<file path="config.mk">
export PLATFORM = sky130hd
export DESIGN_NAME = uart_rx
export DESIGN_NICKNAME = d
export VERILOG_FILES = /design/src/rtl/uart_pkg.sv /design/src/rtl/uart_baud_gen.sv /design/src/rtl/uart_rx.sv
export SDC_FILE = /design/constraint.sdc
export NUM_CORES = 1
export LEC_CHECK = 0
export ABC_AREA = 1
export BUFFER_PORTS_ARGS = -buffer_cell sky130_fd_sc_hd__buf_2
export CORE_UTILIZATION = 51
export DETAILED_ROUTE_END_ITERATION = 7
export GPL_TIMING_DRIVEN = 0
export PLACE_DENSITY = 0.75
export SLEW_MARGIN = 30
export SYNTH_ARGS = -nofsm -noshare
export SYNTH_HDL_FRONTEND = slang
export SYNTH_SLANG_ARGS = --single-unit
export TNS_END_PERCENT = 10
</file>
<file path="constraint.sdc">
create_clock -name clock -period 1.8 [get_ports clock]
set_input_delay 0.09 -clock clock [delete_from_list [all_inputs] [get_ports clock]]
set_output_delay 0.09 -clock clock [all_outputs]
set_load 0.03 [all_outputs]
</file>
<file path="src/rtl/uart_pkg.sv">
// Shared UART definitions: receiver state encoding, oversampling constants
// and the parity check helper.
package uart_pkg;

    localparam int OVERSAMPLE   = 16;
    localparam int START_SAMPLE = 8;
    localparam int DATA_BITS    = 8;

    typedef enum logic [2:0] {
        ST_IDLE   = 3'd0,
        ST_START  = 3'd1,
        ST_DATA   = 3'd2,
        ST_PARITY = 3'd3,
        ST_STOP   = 3'd4,
        ST_BREAK  = 3'd5
    } rx_state_t;

    // High when the received parity bit disagrees with the selected parity sense.
    function automatic logic parity_mismatch(input logic [7:0] data,
                                             input logic       pbit,
                                             input logic       odd);
        return (((^data) ^ pbit) != odd);
    endfunction

endpackage

</file>
<file path="src/rtl/uart_baud_gen.sv">
// Oversampling prescaler: one tick every baud_div+1 clocks, restartable via clear.
// Shared by the UART receiver and transmitter.
module uart_baud_gen #(
    parameter int DIV_W = 16
) (
    input  logic             clock,
    input  logic             reset,
    input  logic             clear,
    input  logic [DIV_W-1:0] baud_div,
    output logic             tick
);

    logic [DIV_W-1:0] count_r;
    logic             at_end_s;

    assign at_end_s = (count_r == baud_div);
    // A clear restarts the period, so the tick is suppressed in that cycle.
    assign tick     = at_end_s && !clear;

    // Prescaler count, wrapping after baud_div and restarted by clear.
    always_ff @(posedge clock) begin
        if (reset) begin
            count_r <= {DIV_W{1'b0}};
        end else if (clear || at_end_s) begin
            count_r <= {DIV_W{1'b0}};
        end else begin
            count_r <= count_r + {{(DIV_W-1){1'b0}}, 1'b1};
        end
    end

endmodule

</file>
<file path="src/rtl/uart_rx.sv">
// UART receive front end: synchronises rx, finds start bits with 16x
// oversampling, deserialises 8N1/8P1 frames and writes good bytes to the FIFO.
module uart_rx #(
    parameter int OVERSAMPLE = 16,
    parameter int DIV_W      = 16
) (
    input  logic             clock,
    input  logic             reset,
    input  logic             rx,
    input  logic [DIV_W-1:0] baud_div,
    input  logic             parity_en,
    input  logic             parity_odd,
    input  logic             rx_fifo_full,
    output logic             rx_fifo_wr_en,
    output logic [7:0]       rx_fifo_data,
    output logic             rx_busy,
    output logic             framing_error,
    output logic             parity_error,
    output logic             overrun_error
);

    import uart_pkg::*;

    localparam logic [3:0] LAST_TICK  = 4'(OVERSAMPLE - 1);
    localparam logic [3:0] START_TICK = 4'(START_SAMPLE - 1);
    localparam logic [2:0] LAST_BIT   = 3'(DATA_BITS - 1);

    logic       sync1_r, rx_sync_r, rx_s;
    rx_state_t  state_r, state_next_s;
    logic [3:0] tick_cnt_r, tick_cnt_next_s;
    logic [2:0] bit_cnt_r, bit_cnt_next_s;
    logic [7:0] shift_r, shift_next_s;
    logic       perr_r, perr_next_s;
    logic       wr_next_s, fe_next_s, pe_next_s, ov_next_s;
    logic       clear_s, tick_s, sample_s;
    logic       busy_r, wr_r, fe_r, pe_r, ov_r;
    logic [7:0] data_r;

    assign rx_s     = rx_sync_r;
    assign clear_s  = (state_r == ST_IDLE) && !rx_s;
    assign sample_s = tick_s && (tick_cnt_r == LAST_TICK);

    uart_baud_gen #(.DIV_W(DIV_W)) u_baud_gen (
        .clock    (clock),
        .reset    (reset),
        .clear    (clear_s),
        .baud_div (baud_div),
        .tick     (tick_s)
    );

    // Two-flop synchroniser on the asynchronous line, idling high.
    always_ff @(posedge clock) begin
        if (reset) begin
            sync1_r   <= 1'b1;
            rx_sync_r <= 1'b1;
        end else begin
            sync1_r   <= rx;
            rx_sync_r <= sync1_r;
        end
    end

    // Frame sequencing, data capture and selection of the single STOP outcome.
    always_comb begin
        state_next_s = state_r;
        bit_cnt_next_s = bit_cnt_r;
        shift_next_s = shift_r;
        perr_next_s = perr_r;
        wr_next_s = 1'b0;
        fe_next_s = 1'b0;
        pe_next_s = 1'b0;
        ov_next_s = 1'b0;
        case (state_r)
            ST_IDLE: begin
                if (!rx_s) begin
                    state_next_s = ST_START;
                    perr_next_s  = 1'b0;
                end else begin
                    state_next_s = ST_IDLE;
                end
            end
            ST_START: begin
                if (tick_s && (tick_cnt_r == START_TICK)) begin
                    state_next_s   = rx_s ? ST_IDLE : ST_DATA;
                    bit_cnt_next_s = 3'd0;
                end else begin
                    state_next_s = ST_START;
                end
            end
            ST_DATA: begin
                if (sample_s) begin
                    shift_next_s   = {rx_s, shift_r[7:1]};
                    bit_cnt_next_s = bit_cnt_r + 3'd1;
                    if (bit_cnt_r == LAST_BIT) begin
                        state_next_s = parity_en ? ST_PARITY : ST_STOP;
                    end else begin
                        state_next_s = ST_DATA;
                    end
                end else begin
                    state_next_s = ST_DATA;
                end
            end
            ST_PARITY: begin
                if (sample_s) begin
                    perr_next_s  = parity_mismatch(shift_r, rx_s, parity_odd);
                    state_next_s = ST_STOP;
                end else begin
                    state_next_s = ST_PARITY;
                end
            end
            ST_STOP: begin
                if (sample_s) begin
                    if (!rx_s) begin
                        fe_next_s    = 1'b1;
                        state_next_s = ST_BREAK;
                    end else if (perr_r) begin
                        pe_next_s    = 1'b1;
                        state_next_s = ST_IDLE;
                    end else if (rx_fifo_full) begin
                        ov_next_s    = 1'b1;
                        state_next_s = ST_IDLE;
                    end else begin
                        wr_next_s    = 1'b1;
                        state_next_s = ST_IDLE;
                    end
                end else begin
                    state_next_s = ST_STOP;
                end
            end
            ST_BREAK: begin
                // Hold here until the line recovers so a stuck-low line cannot retrigger.
                if (rx_s) begin
                    state_next_s = ST_IDLE;
                end else begin
                    state_next_s = ST_BREAK;
                end
            end
            default: begin
                state_next_s = ST_IDLE;
            end
        endcase

        if (state_next_s != state_r) begin
            tick_cnt_next_s = 4'd0;
        end else if (tick_s) begin
            tick_cnt_next_s = tick_cnt_r + 4'd1;
        end else begin
            tick_cnt_next_s = tick_cnt_r;
        end
    end

    // State, datapath and registered output pulses.
    always_ff @(posedge clock) begin
        if (reset) begin
            state_r    <= ST_IDLE;
            tick_cnt_r <= 4'd0;
            bit_cnt_r  <= 3'd0;
            shift_r    <= 8'h00;
            perr_r     <= 1'b0;
            busy_r     <= 1'b0;
            wr_r       <= 1'b0;
            fe_r       <= 1'b0;
            pe_r       <= 1'b0;
            ov_r       <= 1'b0;
            data_r     <= 8'h00;
        end else begin
            state_r    <= state_next_s;
            tick_cnt_r <= tick_cnt_next_s;
            bit_cnt_r  <= bit_cnt_next_s;
            shift_r    <= shift_next_s;
            perr_r     <= perr_next_s;
            busy_r     <= (state_next_s != ST_IDLE);
            wr_r       <= wr_next_s;
            fe_r       <= fe_next_s;
            pe_r       <= pe_next_s;
            ov_r       <= ov_next_s;
            data_r     <= wr_next_s ? shift_r : data_r;
        end
    end

    assign rx_fifo_wr_en = wr_r;
    assign rx_fifo_data  = data_r;
    assign rx_busy       = busy_r;
    assign framing_error = fe_r;
    assign parity_error  = pe_r;
    assign overrun_error = ov_r;

endmodule

</file>
==> results of run 1 <==
-- final timing paths --
kind / end / slack, ns / depth (start not counted)
setup / recovery: tick_cnt_r[3] / -0.1 / 11
hold / removal: overrun_error / 0.04 / 3
setup reg to reg: tick_cnt_r[3] / -0.1 / 11
hold reg to reg: rx_s / 0.42 / 1
-- cell type report --
class,count,area [µm²]
sequential,50,1040
inverter,58,217.7
clock inverter,2,60.06
clock buffer,6,82.58
fill,379,1423
buffer,7,40.04
multi-input combinational,243,1491
tap,67,83.83
timing repair buffer,56,347.8
-- sequential cells by signal (all words and copies together) (netlist names) --
signal	cells
shift_r	8
u_baud_gen.count_r	16
state_r	3
rx_fifo_wr_en	1
perr_r	1
rx_busy	1
rx_fifo_data	8
bit_cnt_r	3
parity_error	1
rx_s	1
sync1_r	1
overrun_error	1
framing_error	1
tick_cnt_r	4
-- timing repair --
action / 4_1_cts / 5_1_grt
resized for setup: 32 / 41
hold buffers: 1 / 0
hold endpoints to repair: 1 / 0
endpoints found under the setup margin: 37 / 42
pin swaps: 15 / 28
buffers inserted: 13 / 9
-- worst min-delay path: cells and delay by family --
| family | cells | cell delay (ns) |
|---|---|---|
| buffers and inverters | 1 | 0.11 |
| and+or+nand+nor | 2 | 0.10 |
-- kinds of logic after synthesis --
group	synth area share, %
buffers and inverters	9.932
adder cells (fa/ha/maj)	1.947
AND/OR/NAND/NOR	33.50
AO/OA/AOI/OAI	9.494
multiplexers	0.3895
flip-flops	38.95
XOR/XNOR	5.794
-- layout by cell type, fill, tap and decap left out, drive strengths merged, types with 4 or more instances in the layout --
master / instances
nor3: 12
nand3: 14
dfxtp: 50
a21oi: 21
ha: 4
o21ai: 19
nand2: 73
xor2: 9
inv: 58
xnor2: 8
clkbuf: 9
nor2: 58
buf: 59
nand4: 12
-- Yosys cell counts --
cell,number
sky130_fd_sc_hd__a21oi_1,21
sky130_fd_sc_hd__inv_2,9
sky130_fd_sc_hd__ha_1,4
sky130_fd_sc_hd__nand2_1,68
sky130_fd_sc_hd__nand3_2,2
sky130_fd_sc_hd__dfxtp_1,50
sky130_fd_sc_hd__nor3_4,1
sky130_fd_sc_hd__nor2_1,53
sky130_fd_sc_hd__nor3b_1,2
sky130_fd_sc_hd__a211oi_1,2
sky130_fd_sc_hd__buf_4,1
sky130_fd_sc_hd__mux2i_1,1
sky130_fd_sc_hd__nor4_2,1
sky130_fd_sc_hd__o21ai_0,17
sky130_fd_sc_hd__nor2_4,2
sky130_fd_sc_hd__inv_1,49
sky130_fd_sc_hd__a21boi_0,1
sky130_fd_sc_hd__xor2_1,9
sky130_fd_sc_hd__or2_2,2
sky130_fd_sc_hd__nand4_2,2
sky130_fd_sc_hd__buf_1,1
sky130_fd_sc_hd__a31oi_1,1
sky130_fd_sc_hd__nor3_2,4
sky130_fd_sc_hd__buf_2,3
sky130_fd_sc_hd__nand2_2,2
sky130_fd_sc_hd__nand4_1,10
sky130_fd_sc_hd__nor3_1,7
sky130_fd_sc_hd__nor2_8,1
sky130_fd_sc_hd__o21ai_1,2
sky130_fd_sc_hd__o21a_1,2
sky130_fd_sc_hd__nor4_1,1
sky130_fd_sc_hd__xnor2_1,8
sky130_fd_sc_hd__clkbuf_1,3
sky130_fd_sc_hd__nand3_1,12
sky130_fd_sc_hd__nor2_2,2
sky130_fd_sc_hd__nand2_4,3
-- stage by stage --
stage                     total power (µW)  area (µm²)  cells
after floorplan                       1248        2570    359
after global placement                1292        2819    459
after detailed placement              1298        2819    459
after CTS                             2246        3159    480
after global routing                  2332        3363    489
final                                 2255        3363    489
-- where the power goes --
group / switching, µW / internal [µW]
Combinational: 102 / 72.1
Clock: 370 / 592
Sequential: 11.4 / 1110
-- per-layer routing --
layer,vias up,GRT usage [%]
met5,-,0
met4,0,10.68
met3,11,4.972
met2,63,39.71
met1,1120,24.61
li1,1256,-
==> reports/results.txt, run 1 <==
Counting distinct cell types in the post-synthesis netlist gives 36. The critical path starts at u_baud_gen.count_r[7]. The half-perimeter wire length of the detailed placement result was 3.732 mm; the number of vias after detailed routing was 2,450. The tightest hold path in the finished design has a slack of 0.03821 ns. The summed instance area of the synthesized netlist was 2570 µm²; the average wire length per cell after detail routing was 12.18 µm. The maximum resistive drop on vdd came out at 0.5938 mV. The initial utilization of the core area, before any placement, comes to 53.70%.

Of all nets on the critical path, the largest fanout is 6. The worst setup path is captured at a flip-flop. The clock period minus worst slack was 1.898 ns; the routed length on met2 was 3.051 mm. At the pin with the least slew margin, the transition time is 0.5531 ns. In the post-synthesis netlist, the biggest area contributors are sky130_fd_sc_hd__dfxtp_1 (39%), sky130_fd_sc_hd__nand2_1 (9.9%), sky130_fd_sc_hd__nor2_1 (7.7%).

For the number of DRC markers after the initial detailed-route iteration, the log shows 111. The number of H-tree levels was 2. Across the run, the number of max-cap violations was 0. Entering global routing, the biggest net connects 16 pins.

The count of endpoints failing hold in the final timing report was 0; the fraction of synthesized cell area taken by the top area cell type was 38.95%. The run gives 0 as the final global-route overflow total. The final number of max-transition violations is 0, and the share of the core filled with cells in the final layout is 70.27%. For the worst setup path, the data arrival time is 2.14 ns. The number of buffers inserted by port buffering is 33. The worst hold path begins at rx_fifo_full. Sequential cells were found to cover 38.95% of the synthesized design area. Summed over all instances, the cell type with the most area after synthesis is sky130_fd_sc_hd__dfxtp_1. Synthesis produced a netlist with a net count of 385. The TritonCTS buffer count was 5.

The DRC violations left came out at 0. The tools report the initial antenna violation count as 0. The signed area change from the synthesized netlist to the final layout is 30.87%, and the number of cells produced by synthesis is 359. In this design, the largest share of critical-path delay is due to simple AND/OR/NAND/NOR gates.

TritonCTS built the clock tree. Cell chosen for the clock root: sky130_fd_sc_hd__clkbuf_8. The first-pass GRT wire length is 9.225 mm. Wire segments on met3 add up to 265 µm in the final route.

Row generation in the floorplan step produced 25 rows. The clock net in this run drives a total of 50 sinks. The leakage power total came out at 0.001545 µW. OpenSTA, run right after detailed placement, puts the worst setup slack at -0.2410 ns.

The largest individual stage delay along the critical path comes from the cell sky130_fd_sc_hd__dfxtp_2. The run gives 0 as the diode insertion count for antenna repair. The worst register-to-register path begins at u_baud_gen.count_r[7]. The average cell area after synthesis was 7.159 µm². Nature of the critical path startpoint: a flip-flop. The floorplan step set the die width to 72.99 µm.

For the smallest setup slack after layout, the log shows -0.09767 ns. The die is 72.99 µm tall. On the final layout, the worst clock skew is 0.007992 ns. In this run the tightest slew margin relative to its limit is 62.84%. The synthesis-stage register bit count was 50; the routability congestion estimate was 0.8653. Timing would allow up to 527.0 MHz. Using the TritonRoute via totals, the vias-per-cell ratio works out to 5.010. The count of nets left with antenna violations once routing finished came out at 0.

Setup violations remaining at the end of the flow were counted as 8. For this design the ratio of total power to cell area is 670.5 nW/µm². The tools report the wire length after detailed routing as 5.955 mm. The kind of critical path is reg -> reg.

The classification of the worst-slack hold path was in -> reg. Setup repair after global routing could not meet its margin everywhere. The total iterations of the first detailed-routing run was 4; the clock-pin slew reported for the worst setup and hold paths after clock tree synthesis was 0.09 ns. The net total in the final layout came out at 447. During synthesis, Yosys emitted a total of 0 warnings.

By instance count, the cell type seen most on the critical path is sky130_fd_sc_hd__xor2_1. The sum of negative setup slack was -0.2441 ns. The area of the die is 5327 µm², and the buffers plus inverters on the worst setup path is 2. The checks that failed: setup timing.

The flow ran to the end, but the final reports show violations. The part of the cycle the worst path needs was 105.4%. The total routing resource utilization after global routing came out at 22.15%. The tools report the via count of the first global-routing pass as 2,229. Clock latency on the worst-skew pair, taken at its later pin, is 0.31 ns. For the area of the core region, the log shows 4786 µm².

The run gives 2 as the number of buffers on the longest clock path. In this run the count of I/O pins placed on the die edge is 35. The share of final-layout standard cells stronger than drive strength 1 was 33.89%; the data required time of the critical path was 2.04 ns. The met1 wire length is 2.519 mm.

Uppermost layer routed: met4. The critical path goes through xor2_1, nor2_1, nand2_1, nor2_4, nand2_4, nor2_8, buf_4, nand4_1, xor2_1, inv_1, nor3_2. The largest incremental delay on the critical path is 0.35 ns.
No activity file was read; power rests on OpenSTA's default activity.
==> run 2, diff against run 1 <==
--- a/config.mk
+++ b/config.mk
@@ -5,7 +5,7 @@
 export SDC_FILE = /design/constraint.sdc
 export NUM_CORES = 1
 export LEC_CHECK = 0
-export ABC_AREA = 1
+export ABC_AREA = 0
 export BUFFER_PORTS_ARGS = -buffer_cell sky130_fd_sc_hd__buf_2
 export CORE_UTILIZATION = 51
 export DETAILED_ROUTE_END_ITERATION = 7
==> run 2 against run 1 <==
Net effect:
- the run still ends with setup timing left
- count of clock-buffer cells in the layout shrank 1
- core utilization shrank 7.7 points
- final area shrank 13%
- die area shrank 3.4%
- sequential share of layout area grew 3.7 points
- highest routed layer unchanged
==> reports/results.txt, run 2 <==
The total iterations of the first detailed-routing run was 4; the number of setup violations in the final report was 26. TritonCTS built the clock tree. u_baud_gen.count_r holds more flip-flops than any other register. Across every metal layer, demand over resource in global routing totals 19.43%.

The share of final-layout standard cells stronger than drive strength 1 came out at 24.45%. The critical path starts at u_baud_gen.count_r[10]. The via density per instance works out to 5.354. For this run, global-route usage on met3 was measured as 4.923%. The die covers 5145 µm². The core region is 4692 µm². Classification of the worst-slack hold path: in -> reg.

The proportion of synthesized chip area in sequential cells was 40.36%; the xor-xnor portion of the synthesized cell area was 13.77%. Setup repair after global routing could not meet its margin everywhere. The TritonCTS buffer count came out at 5. For the worst setup path, the data required time is 1.99 ns.

The maximum resistive drop on vdd is 0.4955 mV. The tools report the final-layout worst hold slack as 0.07919 ns. The worst-case clock skew is 0.007212 ns, and the simple logic cell fraction of the synthesized area is 24.37%. For this run the aggregate overflow at the end of global routing stands at 0. The largest incremental delay on the critical path is 0.36 ns, and the signed area change from the synthesized netlist to the final layout is 18.31%. The number of vias after detailed routing is 1,997.

Multiplexer area fraction after synthesis: 7.316%. In this run switching power makes up 22.81% of total power. The run finished, with violations left. STA classifies the critical path endpoint as a flip-flop. Internal power comes to 1606 µW. Count of max-cap constraint violations: 0. Summing every instance area after synthesis gives 2480 µm². For the clock sink total, the log shows 50.

The number of buffers inserted by port buffering was 34. Dividing the synthesized area by the synthesized cell count gives 8.888 µm². The first-pass GRT wire length was 7.941 mm. The register with the most flip-flops in the layout has 16 of them.

The overall die width is 71.73 µm. The initial antenna violation count was 0. The biggest area contributor in the post-synthesis netlist is sky130_fd_sc_hd__dfxtp_1. Detailed placement ended at an HPWL of 3.393 mm.

The smallest clock period supported by the final layout is computed as 1.920 ns. Static timing analysis puts the maximum clock frequency at 520.9 MHz. The worst reg-to-reg path cell count was 8; the height of the die was 71.73 µm.

Entering global routing, the biggest net connects 18 pins. The clock network accounts for 39.2% of the total power. Measured slew at the worst slew-check pin: 0.6344 ns. Leaving out fill and tap cells, the most frequent cells in the layout are sky130_fd_sc_hd__dfxtp_1 (38), sky130_fd_sc_hd__nor2_1 (37), sky130_fd_sc_hd__buf_2 (35), sky130_fd_sc_hd__xnor2_1 (27), sky130_fd_sc_hd__nand2_1 (19). Among all flip-flop cells after synthesis, the most frequent one is sky130_fd_sc_hd__dfxtp_1. By area the synthesized netlist is led by sky130_fd_sc_hd__dfxtp_1 (40%), sky130_fd_sc_hd__xnor2_1 (10%), sky130_fd_sc_hd__mux2i_1 (6.9%).

The synthesized netlist devotes 8.476% of its cell area to compound gates. The logs give 0.001238 µW for the leakage power total and 0 for the count of endpoints failing hold in the final timing report. Synthesis inferred 50 register bits. For met1 alone, demand over resource in global routing was 24.20%. For the number of H-tree levels, the log shows 2.

DRC violations left: 0. The number of DRC markers after the initial detailed-route iteration is 73, and the warning count from the yosys run is 0. The initialized floorplan defines 25 standard-cell rows.

The later-pin clock latency in the skew report was 0.31 ns. The library cell used most frequently in the layout, excluding fill and tap cells, is sky130_fd_sc_hd__dfxtp_1. Once placement completed, the tool counted placed cells totaling 367. Pin placement for this block handled 35 I/O pins. Worst endpoint data arrival time: 2.11 ns.

Routability-driven placement finished with a final weighted congestion of 0.8864. Diode insertion count for antenna repair: 0. The kind of critical path was reg -> reg.

Dividing total power by cell area gives a power density of 709.0 nW/µm². The wire length after detailed routing is 4.658 mm, and the residual antenna-violating net count after detailed routing is 0. The final reports fail on setup timing.

In the final routed layout, each cell accounts on average for 12.49 µm. For the max-slew headroom at the worst pin, the log shows 57.31%. The startpoint identified for the worst register-to-register timing path is u_baud_gen.count_r[10]. The fraction of power consumed by combinational cells was 6.5%; the post-place setup slack was -0.3469 ns.

The fill cell instance count of the final layout is 434. The run gives 54.3% as the share of total power in sequential cells. The number of nets handed over by synthesis was 305. The share of synthesized area in the top cell type comes to 40.36%. The largest family of logic cells by synthesized area is simple AND/OR/NAND/NOR gates.

The final number of max-transition violations came out at 0. The signal on the critical path passes through xnor2_2, nand4_1, nor4_4, buf_6, buf_6, nand2_2, a211oi_4, nor3_1. The clock-pin slew reported for the worst setup and hold paths after clock tree synthesis came out at 0.10 ns.

The worst setup path is launched from a flip-flop. The share of flip-flops with an asynchronous set or reset is 0%, and the smallest setup slack after layout is -0.1199 ns. Number of distinct library cells after synthesis: 45.

The logs give 33.02% for the routing usage on met2 and 52.85% for the starting density of the core. The finished layout holds 373 standard cells, fillers aside. sky130_fd_sc_hd__dfxtp_1 is the most common cell in the netlist. The cell type of the slowest stage on the worst timing path is sky130_fd_sc_hd__dfxtp_2. Synthesis produced a netlist whose cell count is 279.

After layout, the worst path uses 106.7% of the clock period. For the net switching power, the log shows 474.6 µW. Sorting the synthesized cells by how often they occur yields sky130_fd_sc_hd__dfxtp_1 (50), sky130_fd_sc_hd__nor2_1 (38), sky130_fd_sc_hd__xnor2_1 (29).

The number of enable flip-flop cells after synthesis is 0. The worst hold path was traced through 2 stages. The logs give 344 for the net total in the final layout and 1,843 for the via count of the first global-routing pass. The cell chosen for the clock root is sky130_fd_sc_hd__clkbuf_8. Summing the areas of all fa, ha and maj instances in the mapped netlist gives 2.018% of the synthesized area.

Peak-usage layer in the global routing report: met2. The most numerous cell type found on the critical path is sky130_fd_sc_hd__buf_6. The launch point of the worst hold path is rx_fifo_full.

The longest clock path from root to sink contains 2 buffers. The worst-path maximum fanout was 10.
[run 2: power by group through the flow]
| stage | logic, µW | registers (µW) | clock network (µW) |
|---|---|---|---|
| after floorplan | 78.6 | 1150 | 0 |
| after global placement | 125 | 1150 | 0 |
| after detailed placement | 126 | 1150 | 0 |
| after CTS | 132 | 1130 | 848 |
| after global routing | 150 | 1130 | 876 |
| final | 135 | 1130 | 815 |
[run 2: final timing paths]
check | to | slack (ns)
max | tick_cnt_r[3] | -0.12
min | overrun_error | 0.08
max reg2reg | tick_cnt_r[3] | -0.12
min reg2reg | rx_s | 0.41
[run 2: logic make-up after synthesis]
family,Yosys count
buffers and inverters,21
AOI/OAI and AO/OA,31
adders and majority gates,4
xor gates and xnor gates,39
and+or+nand+nor,116
muxes,18
DFF,50
[run 2: through the flow]
stage          utilization, %  total power, µW  instance area, µm²  setup TNS [ns]
6_report                62.53             2080                2934         -0.8890
2_1_floorplan               -             1231                2490        -0.01261
3_5_place_dp            58.13             1278                2728          -11.94
5_1_grt                 62.53             2158                2934          -4.080
3_3_place_gp            58.13             1276                2728          -12.16
4_1_cts                 62.19             2109                2918          -1.105
[run 2: what timing repair did]
| item | 4_1_cts | 5_1_grt |
|---|---|---|
| hold endpoints to repair | 1 | 0 |
| hold buffers | 1 | 0 |
| gates resized for setup | 17 | 9 |
| buffers inserted | 1 | 0 |
| pin swaps | 3 | 5 |
| setup endpoints to repair | 48 | 41 |
[run 2: layer usage]
metal / vias to the layer above / wire length [µm]
li1: 1038 / -
met3: 8 / 209
met4: 0 / 74
met2: 44 / 2194
met1: 907 / 2180
met5: - / 0
[run 2: layout make-up]
type | count | area, µm² | area share, %
Tap cell | 54 | 67.56 | 2.303
Sequential cell | 50 | 1016 | 34.63
Timing Repair Buffer | 36 | 191.4 | 6.525
Clock inverter | 3 | 48.80 | 1.663
Buffer | 12 | 86.33 | 2.942
Multi-Input combinational cell | 208 | 1436 | 48.96
Inverter | 5 | 18.77 | 0.6397
Clock buffer | 5 | 68.82 | 2.345
[run 2: worst max-delay path: cells and delay by family, from the launching register on]
kind            cells  cell delay [ns]
simple gates        4             0.63
flops               1             0.36
buf+inv             2             0.33
compound gates      1             0.29
xor+xnor            1             0.18
==> run 3, diff against run 2 <==
==> constraint.sdc (replaced) <==
create_clock -name clock -period 1.8 [get_ports clock]
set_input_delay 0.36 -clock clock [delete_from_list [all_inputs] [get_ports clock]]
set_output_delay 0.36 -clock clock [all_outputs]
set_load 0.03 [all_outputs]
==> run 3 against run 2 <==
Net effect:
- the flow still finishes with violations (setup timing)
- power down 5.4%
- setup slack lost 0.037 ns
- sequential power barely moved
- flip-flop and latch count is the same
- clock skew increased by 0.0010 ns
- routed wire length is 2.2% higher
- critical path type unchanged
- highest routed layer unchanged
==> reports/results.txt, run 3 (synthesized netlist as in run 2, its figures left out) <==
The clock net in this run drives a total of 50 sinks. For this design the top-level I/O count stands at 35. The library cells used most frequently in the layout, excluding fill and tap cells, are sky130_fd_sc_hd__dfxtp_1 (39), sky130_fd_sc_hd__nor2_1 (35), sky130_fd_sc_hd__buf_2 (34), sky130_fd_sc_hd__xnor2_1 (24), sky130_fd_sc_hd__nand2_1 (18). In this run, post-CTS hold repair placed 0 buffers.

The die covers 5145 µm². Measured against its own limit, the worst slew margin works out to 61.87%. Once detail routing completed, the nets flagged for antenna violations numbered 0. The cell type of the slowest stage on the worst timing path was sky130_fd_sc_hd__dfxtp_2. The via count of the first global-routing pass is 1,841, and the worst-case clock skew is 0.008207 ns.

Ranked by flip-flop count, first place goes to u_baud_gen.count_r. The largest incremental delay on the critical path is 0.40 ns. Number of buffers inserted by port buffering: 34.

The starting density of the core is 52.85%. After detailed routing, the average wire length per cell comes to 12.46 µm. The smallest setup slack after layout was -0.1567 ns. Traced cell by cell, the critical path runs through xnor2_2, nand4_1, nor4_4, buf_4, buf_6, buf_4, nand3_2, xor2_1, nor3_1.

The net total in the final layout was 353; the diode insertion count for antenna repair was 0. The worst setup path is captured at a flip-flop. The buffers plus inverters on the worst setup path is 3. The logs give 4692 µm² for the area of the core region and 2 for the number of buffers on the longest clock path. The worst endpoint data arrival time was 2.19 ns; the signed area change from the synthesized netlist to the final layout was 21.59%. The run gives 0 as the final global-route overflow total. Global routing used 19.57% of the available tracks across all layers. Of all nets on the critical path, the largest fanout is 7.

The worst path uses 108.7% of the clock period. The count of endpoints failing hold in the final timing report is 0. The final number of max-transition violations was 0; the first-pass GRT wire length was 8.010 mm. The initial antenna violation count is 0. The worst setup path is launched from a flip-flop. Of the cells placed in the final design, the portion with a size suffix greater than 1 is 28.05%. The floorplan has 25 rows.

The via density per instance was 5.330. The wire-length estimate of the detail-placed layout is 3.429 mm. The congestion estimate from routability-driven global placement came to 0.8860. Total power for the finished layout comes to 1968 µW.

Kind of cell adding the most delay to the critical path: simple AND/OR/NAND/NOR gates. Setup repair after global routing could not meet its margin everywhere. In this run the clock root is driven by a sky130_fd_sc_hd__clkbuf_8. The final reports fail on setup timing. The measured slew at the worst slew-check pin is 0.5668 ns. For this run, design rule violations remaining after detail routing come to 0. The data required time of the critical path was 2.03 ns. TritonCTS built the clock tree. For the share of the core filled with cells in the final layout, the log shows 64.27%.

The min-delay analysis places its worst path in the category in -> reg. The maximum resistive drop on vdd was 0.4123 mV; the ratio of total power to cell area was 652.6 nW/µm². The worst path needs 1.957 ns of the cycle, external delays included. Static timing analysis puts the maximum clock frequency at 511.1 MHz. The flip-flop count of the largest register, all copies and words added is 16, and the leakage power total is 0.001280 µW. The overall die width was 71.73 µm; the TritonCTS buffer count was 5.

The wire length after detailed routing is 4.759 mm, and the number of vias after detailed routing is 2,036. The most common cell after layout, fill and taps aside is sky130_fd_sc_hd__dfxtp_1. The run gives 2 as the number of H-tree levels. The first detailed-routing pass took 4 iterations.

The run gives 82 as the number of DRC markers after the initial detailed-route iteration. The most numerous cell type found on the critical path is sky130_fd_sc_hd__buf_4. The clock-pin slew reported for the worst setup and hold paths after clock tree synthesis works out to 0.09 ns.

The run finished, with violations left. The clock reaches the later pin of the worst-skew pair after 0.30 ns. The run gives 17 as the largest net degree at the start of global routing. In this run the vertical extent of the chip is 71.73 µm.

The tools report the number of setup violations in the final report as 36. The worst setup path is of the reg -> reg kind. The count of max-cap constraint violations is 0.
-- run 3: worst register-to-register path, cell delays in order, from the launching register on --
cell	delay [ns]
sky130_fd_sc_hd__dfxtp_2	0.40
sky130_fd_sc_hd__xnor2_2	0.12
sky130_fd_sc_hd__nand4_1	0.16
sky130_fd_sc_hd__nor4_4	0.35
sky130_fd_sc_hd__buf_4	0.22
sky130_fd_sc_hd__buf_6	0.12
sky130_fd_sc_hd__buf_4	0.13
sky130_fd_sc_hd__nand3_2	0.07
sky130_fd_sc_hd__xor2_1	0.14
sky130_fd_sc_hd__nor3_1	0.15
-- run 3: final timing paths --
kind,slack (ns),endpoint,cells after the start,start
worst min-delay path,0.23,sync1_r,2,rx
worst max register to register,-0.16,tick_cnt_r[2],9,u_baud_gen.count_r[9]
worst min register to register,0.42,rx_s,1,sync1_r
worst max-delay path,-0.16,tick_cnt_r[2],9,u_baud_gen.count_r[9]
-- run 3: layout make-up --
cell class	instances	area (µm²)
clock buffers	6	82.58
clock inverters	2	16.27
inverters	5	18.77
plain buffers	14	98.84
well taps	54	67.56
fillers	404	1677
repair buffers	43	245.2
multi-input cells	208	1464
flip-flops and latches	50	1022
-- run 3: stage by stage --
| stage | hold slack [ns] | std cells | cell area [µm²] | setup slack [ns] | TNS (ns) |
|---|---|---|---|---|---|
| after floorplan | 0.3895 | 279 | 2485 | -0.01949 | -0.01949 |
| after global placement | 0.3926 | 367 | 2723 | -0.5114 | -18.06 |
| after detailed placement | 0.3942 | 367 | 2723 | -0.4607 | -15.60 |
| after CTS | 0.2254 | 381 | 2938 | -0.1675 | -1.943 |
| after global routing | 0.2217 | 382 | 3015 | -0.3501 | -8.766 |
| final | 0.2331 | 382 | 3015 | -0.1567 | -2.146 |
-- run 3: per-layer routing --
metal,up-vias,GRT usage [%],part of all wire (%),wire length (µm)
li1,1048,-,-,-
met1,929,24.41,45,2163
met2,52,33.96,50,2358
met3,7,4.219,3.9,185
met4,0,5.664,1.1,52
met5,-,0,0,0
-- run 3: power by group --
| part | switching [µW] | total (µW) | internal (µW) |
|---|---|---|---|
| clock | 381 | 698 | 317 |
| sequential | 11.2 | 1120 | 1110 |
| combinational | 73.6 | 146 | 72.4 |
-- run 3: repair_timing --
| action | 4_1_cts | 5_1_grt |
|---|---|---|
| pin swaps | 11 | 7 |
| setup endpoints to repair | 48 | 42 |
| buffers inserted | 7 | 2 |
| gates resized for setup | 22 | 18 |
